`src/rtl/sc_ballshifter_jug2_pkg.sv`:
```
// Shared state encodings and field positions for the player-2 pong half.
// Used by the ball shifter and the player-2 side comparator.
package sc_ballshifter_jug2_pkg;

  localparam logic [1:0] SC_STATE_IDLE  = 2'd0;
  localparam logic [1:0] SC_STATE_RIGHT = 2'd1;
  localparam logic [1:0] SC_STATE_LEFT  = 2'd2;

  localparam logic [7:0] SC_POS_ENTRY  = 8'b00001000;
  localparam logic [7:0] SC_POS_PADDLE = 8'b00000001;

endpackage

```
`src/rtl/sc_tick_prescaler.sv`:
```
// Ball-step prescaler: counts 0..div-1, tick on terminal count.
// Ports: clk_i, rst_ni, clr_i (sync clear), div_i (divisor), tick_o.
module sc_tick_prescaler #(
  parameter int W = 25
) (
  input  logic         clk_i,
  input  logic         rst_ni,
  input  logic         clr_i,
  input  logic [W-1:0] div_i,
  output logic         tick_o
);

  logic [W-1:0] cnt_q;
  logic [W-1:0] cnt_d;

  // >= keeps the counter bounded if the divisor shrinks under it
  assign tick_o = (cnt_q >= (div_i - W'(1)));

  always_comb begin
    cnt_d = cnt_q + W'(1);
    if (clr_i || tick_o) cnt_d = '0;
  end

  always_ff @(posedge clk_i or negedge rst_ni) begin
    if (!rst_ni) cnt_q <= '0;
    else         cnt_q <= cnt_d;
  end

endmodule

```
`src/rtl/sc_ballshifter_jug2.sv`:
```
// Player-2 ball position register: serve, step, paddle hit, miss, handoff.
// Ports: CLOCK_50, RESET_InLow (async), entra_InHigh, boton_InLow,
//        data_OutBUS (one-hot), miss_OutHigh, handoff_OutHigh.
// Option: SC_BALLSHIFTER_JUG2_SPEEDUP_EN shortens the step on each hit.
module sc_ballshifter_jug2
  import sc_ballshifter_jug2_pkg::*;
#(
  parameter int DATAWIDTH = 8,
  parameter int TICK_DIV  = 25000000,
  parameter int TICK_MIN  = 6250000
) (
  input  logic                 SC_BALLSHIFTER_JUG2_CLOCK_50,
  input  logic                 SC_BALLSHIFTER_JUG2_RESET_InLow,
  input  logic                 SC_BALLSHIFTER_JUG2_entra_InHigh,
  input  logic                 SC_BALLSHIFTER_JUG2_boton_InLow,
  output logic [DATAWIDTH-1:0] SC_BALLSHIFTER_JUG2_data_OutBUS,
  output logic                 SC_BALLSHIFTER_JUG2_miss_OutHigh,
  output logic                 SC_BALLSHIFTER_JUG2_handoff_OutHigh
);

  // wide enough for whichever divisor bound is larger
  localparam int DMAX = (TICK_DIV > TICK_MIN) ? TICK_DIV : TICK_MIN;
  localparam int DIVW = $clog2(DMAX + 1);

  localparam logic [DATAWIDTH-1:0] POS_ENTRY  = DATAWIDTH'(SC_POS_ENTRY);
  localparam logic [DATAWIDTH-1:0] POS_PADDLE = DATAWIDTH'(SC_POS_PADDLE);

  logic                 clk;
  logic                 rst_n;
  logic                 entra;
  logic                 boton_n;

  logic [1:0]           state_q;
  logic [1:0]           state_d;
  logic [DATAWIDTH-1:0] data_q;
  logic [DATAWIDTH-1:0] data_d;
  logic                 miss_q;
  logic                 miss_d;
  logic                 ho_q;
  logic                 ho_d;
  logic                 tick;
  logic                 clr;
  logic [DIVW-1:0]      div;

  assign clk     = SC_BALLSHIFTER_JUG2_CLOCK_50;
  assign rst_n   = SC_BALLSHIFTER_JUG2_RESET_InLow;
  assign entra   = SC_BALLSHIFTER_JUG2_entra_InHigh;
  assign boton_n = SC_BALLSHIFTER_JUG2_boton_InLow;

`ifdef SC_BALLSHIFTER_JUG2_SPEEDUP_EN
  logic [DIVW-1:0] div_q;
  logic [DIVW-1:0] div_d;
  logic [DIVW-1:0] div_fast;
  logic            hit;

  assign hit = (state_q == SC_STATE_RIGHT) &&
               (data_q == POS_PADDLE) && !boton_n;
  assign div_fast = div_q - (div_q >> 2);

  always_comb begin
    div_d = div_q;
    if (hit) begin
      div_d = (div_fast > DIVW'(TICK_MIN)) ? div_fast
                                           : DIVW'(TICK_MIN);
    end else if (miss_d) begin
      div_d = DIVW'(TICK_DIV);
    end
  end

  always_ff @(posedge clk or negedge rst_n) begin
    if (!rst_n) div_q <= DIVW'(TICK_DIV);
    else        div_q <= div_d;
  end

  assign div = div_q;
`else
  assign div = DIVW'(TICK_DIV);
`endif

  // every state entry restarts the step period
  assign clr = (state_d != state_q);

  sc_tick_prescaler #(
    .W (DIVW)
  ) u_presc (
    .clk_i  (clk),
    .rst_ni (rst_n),
    .clr_i  (clr),
    .div_i  (div),
    .tick_o (tick)
  );

  always_comb begin
    state_d = state_q;
    data_d  = data_q;
    miss_d  = 1'b0;
    ho_d    = 1'b0;
    unique case (state_q)
      SC_STATE_IDLE: begin
        data_d = '0;
        if (entra) begin
          data_d  = POS_ENTRY;
          state_d = SC_STATE_RIGHT;
        end
      end
      SC_STATE_RIGHT: begin
        if (data_q == POS_PADDLE) begin
          // hit outranks a coincident tick
          if (!boton_n) begin
            state_d = SC_STATE_LEFT;
          end else if (tick) begin
            data_d  = '0;
            miss_d  = 1'b1;
            state_d = SC_STATE_IDLE;
          end
        end else if (tick) begin
          data_d = data_q >> 1;
        end
      end
      SC_STATE_LEFT: begin
        if (tick) begin
          if (data_q == POS_ENTRY) begin
            data_d  = '0;
            ho_d    = 1'b1;
            state_d = SC_STATE_IDLE;
          end else begin
            data_d = data_q << 1;
          end
        end
      end
      default: begin
        data_d  = '0;
        state_d = SC_STATE_IDLE;
      end
    endcase
  end

  always_ff @(posedge clk or negedge rst_n) begin
    if (!rst_n) begin
      state_q <= SC_STATE_IDLE;
      data_q  <= '0;
      miss_q  <= 1'b0;
      ho_q    <= 1'b0;
    end else begin
      state_q <= state_d;
      data_q  <= data_d;
      miss_q  <= miss_d;
      ho_q    <= ho_d;
    end
  end

  assign SC_BALLSHIFTER_JUG2_data_OutBUS     = data_q;
  assign SC_BALLSHIFTER_JUG2_miss_OutHigh    = miss_q;
  assign SC_BALLSHIFTER_JUG2_handoff_OutHigh = ho_q;

endmodule

```
`config.mk`:
```
export PLATFORM = sky130hd
export DESIGN_NAME = sc_ballshifter_jug2
export DESIGN_NICKNAME = d
export VERILOG_FILES = /design/src/rtl/sc_ballshifter_jug2_pkg.sv /design/src/rtl/sc_tick_prescaler.sv /design/src/rtl/sc_ballshifter_jug2.sv
export SDC_FILE = /design/constraint.sdc
export NUM_CORES = 1
export LEC_CHECK = 0
export BUFFER_PORTS_ARGS = -buffer_cell sky130_fd_sc_hd__buf_4
export CORE_UTILIZATION = 30
export CTS_CLUSTER_SIZE = 30
export DETAILED_ROUTE_END_ITERATION = 12
export PLACE_DENSITY = 0.43
export SETUP_SLACK_MARGIN = 0.2
export SLEW_MARGIN = 20
export SYNTH_ARGS = -nofsm -noshare
export SYNTH_HDL_FRONTEND = slang
export SYNTH_SLANG_ARGS = --single-unit
```
`constraint.sdc`:
```
create_clock -name SC_BALLSHIFTER_JUG2_CLOCK_50 -period 4.9 [get_ports SC_BALLSHIFTER_JUG2_CLOCK_50]
set_clock_uncertainty 0.15 [all_clocks]
set_input_delay 0 -clock SC_BALLSHIFTER_JUG2_CLOCK_50 [delete_from_list [all_inputs] [get_ports SC_BALLSHIFTER_JUG2_CLOCK_50]]
set_output_delay 0 -clock SC_BALLSHIFTER_JUG2_CLOCK_50 [all_outputs]
set_load 0.05 [all_outputs]
```
==> results.txt <==
The later pin in the worst-skew pair is clocked with a latency of 0.29 ns. The total placed cells including tap cells came out at 281. The number of hold-slack violations in the final timing report came out at 0. The highest attainable clock frequency came out at 342 MHz. The number of non-filler instances in the completed layout came out at 292.

Counting flops with an async set or reset pin after synthesis yields a share of 1.00. The power density over the cells came out at 414 nW/um^2. Of all nets on the critical path, the largest fanout is 11. In this run the worst hold path is classified as in2async. The CTS clock-pin slew for the worst setup and hold paths came out at 0.07 ns.

After detailed placement, the total cell area comes to 2120 um^2. The number of cells upsized or downsized after cts is 0. In this run the number of cells on the critical path is 6. The number of storage elements in the synthesis netlist is 37. The met1 track utilization from global routing came out at 0.186. The total clock buffers created by CTS is 5.

The layout cell share with drive strength beyond 1 came out at 0.177. The global-route usage over all layers is 0.137. The number of warnings reported in the yosys synthesis log is 0. The number of buffers and inverters on the critical path is 1. Counting along the longest clock path gives a buffer depth of 2.

The utilization after layout came out at 0.352. After global routing the overflow that remains totals 0. STA classifies the critical path endpoint as a flip-flop. The number of setup violations in the final report came out at 0. After routing the design area is 2250 um^2.

The global placer's final weighted congestion is 0.709. The number of rows in the core area came out at 29. The post-placement worst setup slack came out at 2.16 ns. The setup slack of the most critical reg-to-reg path is 1.98 ns. The number of antenna violations at the first check in global routing is 0. The run finished with clean final reports.

The worst hold slack is 0.0638 ns. The largest single stage delay on the critical path is 0.65 ns. The mean number of vias per cell came out at 5.10. Broken down by cell family, the worst path's largest delay share belongs to compound AO/OA/AOI/OAI gates.

The number of H-tree levels came out at 2. In this run the horizontal extent of the chip is 83.6 um. The shortest period the worst path allows is 2.92 ns. For this design, the slowest cell found on the critical path is sky130_fd_sc_hd__a311o_1. The critical path is of the reg2reg type. The net count of the finished layout came out at 220. The signal on the critical path passes through ha_1 > nand3_1 > a311o_1 > a31oi_1 > a211oi_1 > dlygate4sd3_1. The critical path arrival is 2.94 ns. The number of flops mapped to enable cells by yosys is 0.

The area share of the largest cell type after synthesis is 0.464. The die extent in y came out at 83.6 um. The number of buffers inserted by post-CTS setup repair is 0. The die outline area came out at 6990 um^2.

The most common cell in the synthesized netlist is sky130_fd_sc_hd__dfrtp_1. The number of maximum-capacitance violations is 0. The count of unresolved DRC violations after routing came out at 0. In this run the worst setup path begins at u_presc.cnt_q[0]$_DFF_PN0_. The max-slew headroom at the worst pin is 0.514. met2 is the most crowded layer. The final routed wire length divided by cell count is 14.3 um. The total number of clock tree sinks came out at 37. In this run the critical register-to-register path is launched from u_presc.cnt_q[0]$_DFF_PN0_. A synthesized cell averages 9.98 um^2.

The cell type with the largest total area after synthesis is sky130_fd_sc_hd__dfrtp_1. The number of global-route vias before repair came out at 1492. The iteration count of the initial detailed-routing pass came out at 4. Entering global routing, the biggest net connects 38 pins. The fraction of the cycle the final worst path needs came out at 0.596.

The post-layout total power came out at 929 uW. The number of diodes added for antenna fixing came out at 0. The synthesized netlist cell count came out at 200. In this run the remaining antenna-violating nets after routing total 0. For the worst setup path, the data required time is 4.92 ns.

Setup repair after global routing left no endpoint under its margin. After the first detailed-routing iteration, the DRC count stood at 81. Among all flip-flop cells after synthesis, the most frequent one is sky130_fd_sc_hd__dfrtp_1. In this run the tool buffered the top-level ports with 13 buffer cells. The count of different cell masters after synthesis is 43. The maximum vdd drop came out at 0.147 mV.

The worst register-to-register path ends at state_q[0]$_DFF_PN0_. The number of hold-repair buffers added at the cts stage is 4. Counting instances in the post-synthesis netlist gives the leading cell types as 37 x sky130_fd_sc_hd__dfrtp_1, 36 x sky130_fd_sc_hd__nor2_1, 20 x sky130_fd_sc_hd__xnor2_1.

By area the synthesized netlist is led by sky130_fd_sc_hd__dfrtp_1 46%, sky130_fd_sc_hd__xnor2_1 8.8%, sky130_fd_sc_hd__nor2_1 6.8%. For this block, the routed nets add up to 4170 um of wire. The starting density of the core is 0.313. The transition time of the tightest slew-check pin is 0.727 ns. The final worst slack is 1.98 ns. Counting cells, the worst reg-to-reg path comes to 6. The count of filler cells inserted in the layout is 665. Adding up every negative setup slack in the final design gives 0 ns. The TritonCTS clock tree is built.

The share of the Yosys chip area taken by registers is 0.464. The net count after synthesis is 205. The HPWL after detailed placement came out at 2770 um.

The core region is 6390 um^2. The count of pins on the block boundary is 14. The first-pass GRT wire length is 7510 um. The layout overhead on the synthesized area came out at 12.5%. The static leakage is 0.926 nW.

The met3 usage is 0.0386. The post-synthesis instance area came out at 2000 um^2. The root buffer cell is sky130_fd_sc_hd__clkbuf_8.

The critical path ends at state_q[0]$_DFF_PN0_. For this block, the via count after detailed routing is 1489. The number of max-slew violations in the final report was 0.

The met2 layer usage reported by global route is 0.205. The worst setup path is launched from a flip-flop.
-- cells by family after synthesis --
group,after synthesis,synth area share
AND/OR/NAND/NOR,97,0.251
flip-flops,37,0.464
XOR/XNOR,23,0.101
AO/OA/AOI/OAI,20,0.0965
buffers and inverters,16,0.0482
multiplexers,6,0.0332
adder cells (fa/ha/maj),1,0.00626
-- worst min-delay path by stage --
stage | from | end | slack [ns] | cells past startpoint
floorplan | SC_BALLSHIFTER_JUG2_RESET_InLow | SC_BALLSHIFTER_JUG2_data_OutBUS[0]$_DFFE_PN0P_ | -0.45 | 0
global placement | SC_BALLSHIFTER_JUG2_RESET_InLow | u_presc.cnt_q[20]$_DFF_PN0_ | -0.14 | 1
detailed placement | SC_BALLSHIFTER_JUG2_RESET_InLow | u_presc.cnt_q[21]$_DFF_PN0_ | -0.14 | 1
CTS | SC_BALLSHIFTER_JUG2_RESET_InLow | u_presc.cnt_q[21]$_DFF_PN0_ | 0.09 | 2
global route | SC_BALLSHIFTER_JUG2_RESET_InLow | u_presc.cnt_q[10]$_DFF_PN0_ | 0.11 | 2
finish | SC_BALLSHIFTER_JUG2_RESET_InLow | u_presc.cnt_q[20]$_DFF_PN0_ | 0.06 | 2
-- cells in the final DEF (no fill, tap or decap), drive strengths merged --
cell type    count
inv              7
ha               1
and4bb           1
nor4b            1
nor2            36
o21ai            2
clkbuf           7
o211ai           2
nor4             6
xnor2           20
a21oi            1
nand4b           1
and3             4
and4             2
buf             13
dlygate4sd3      4
a211oi           1
nand4            6
nor3            10
or2              2
o311ai           1
nor2b            3
and2             1
a41oi            1
a31oi            4
mux2             5
a22o             3
nand2           13
a41o             1
a22oi            1
a311o            1
xor2             3
a2bb2oi          1
dfrtp           37
nand3           11
o211a            1
mux2i            1
-- metal layers --
metal,share of wire,up-vias
met4,0.016,0
met3,0.031,5
met5,0,-
met2,0.44,21
met1,0.52,731
li1,-,732
-- cell type report --
class	instances	area (um^2)	share of cell area
sequential	37	926	0.412
tap	77	96.3	0.0429
timing repair buffer	17	138	0.0612
inverter	7	26.3	0.0117
multi-input combinational	147	975	0.434
clock buffer	7	86.3	0.0384
-- power breakdown --
| group | leakage [nW] | switching [mW] | internal (mW) |
|---|---|---|---|
| Sequential | 0.506 | 0.0522 | 0.343 |
| Combinational | 0.375 | 0.205 | 0.113 |
| Clock | 0.0443 | 0.105 | 0.112 |
-- registers in the layout, indices dropped and copies added, names as in the netlist --
| name | flops |
|---|---|
| SC_BALLSHIFTER_JUG2_handoff_OutHigh | 1 |
| state_q | 2 |
| SC_BALLSHIFTER_JUG2_miss_OutHigh | 1 |
| u_presc.cnt_q | 25 |
| SC_BALLSHIFTER_JUG2_data_OutBUS | 8 |
-- worst reg2reg max path, cell delays in order, from the launching register on --
cell and delay, ns:
sky130_fd_sc_hd__dfrtp_1 0.45, sky130_fd_sc_hd__ha_1 0.26, sky130_fd_sc_hd__nand3_1 0.40, sky130_fd_sc_hd__a311o_1 0.66
sky130_fd_sc_hd__a31oi_1 0.24, sky130_fd_sc_hd__a211oi_1 0.09, sky130_fd_sc_hd__dlygate4sd3_1 0.56
(Power assumes the default switching activity.)
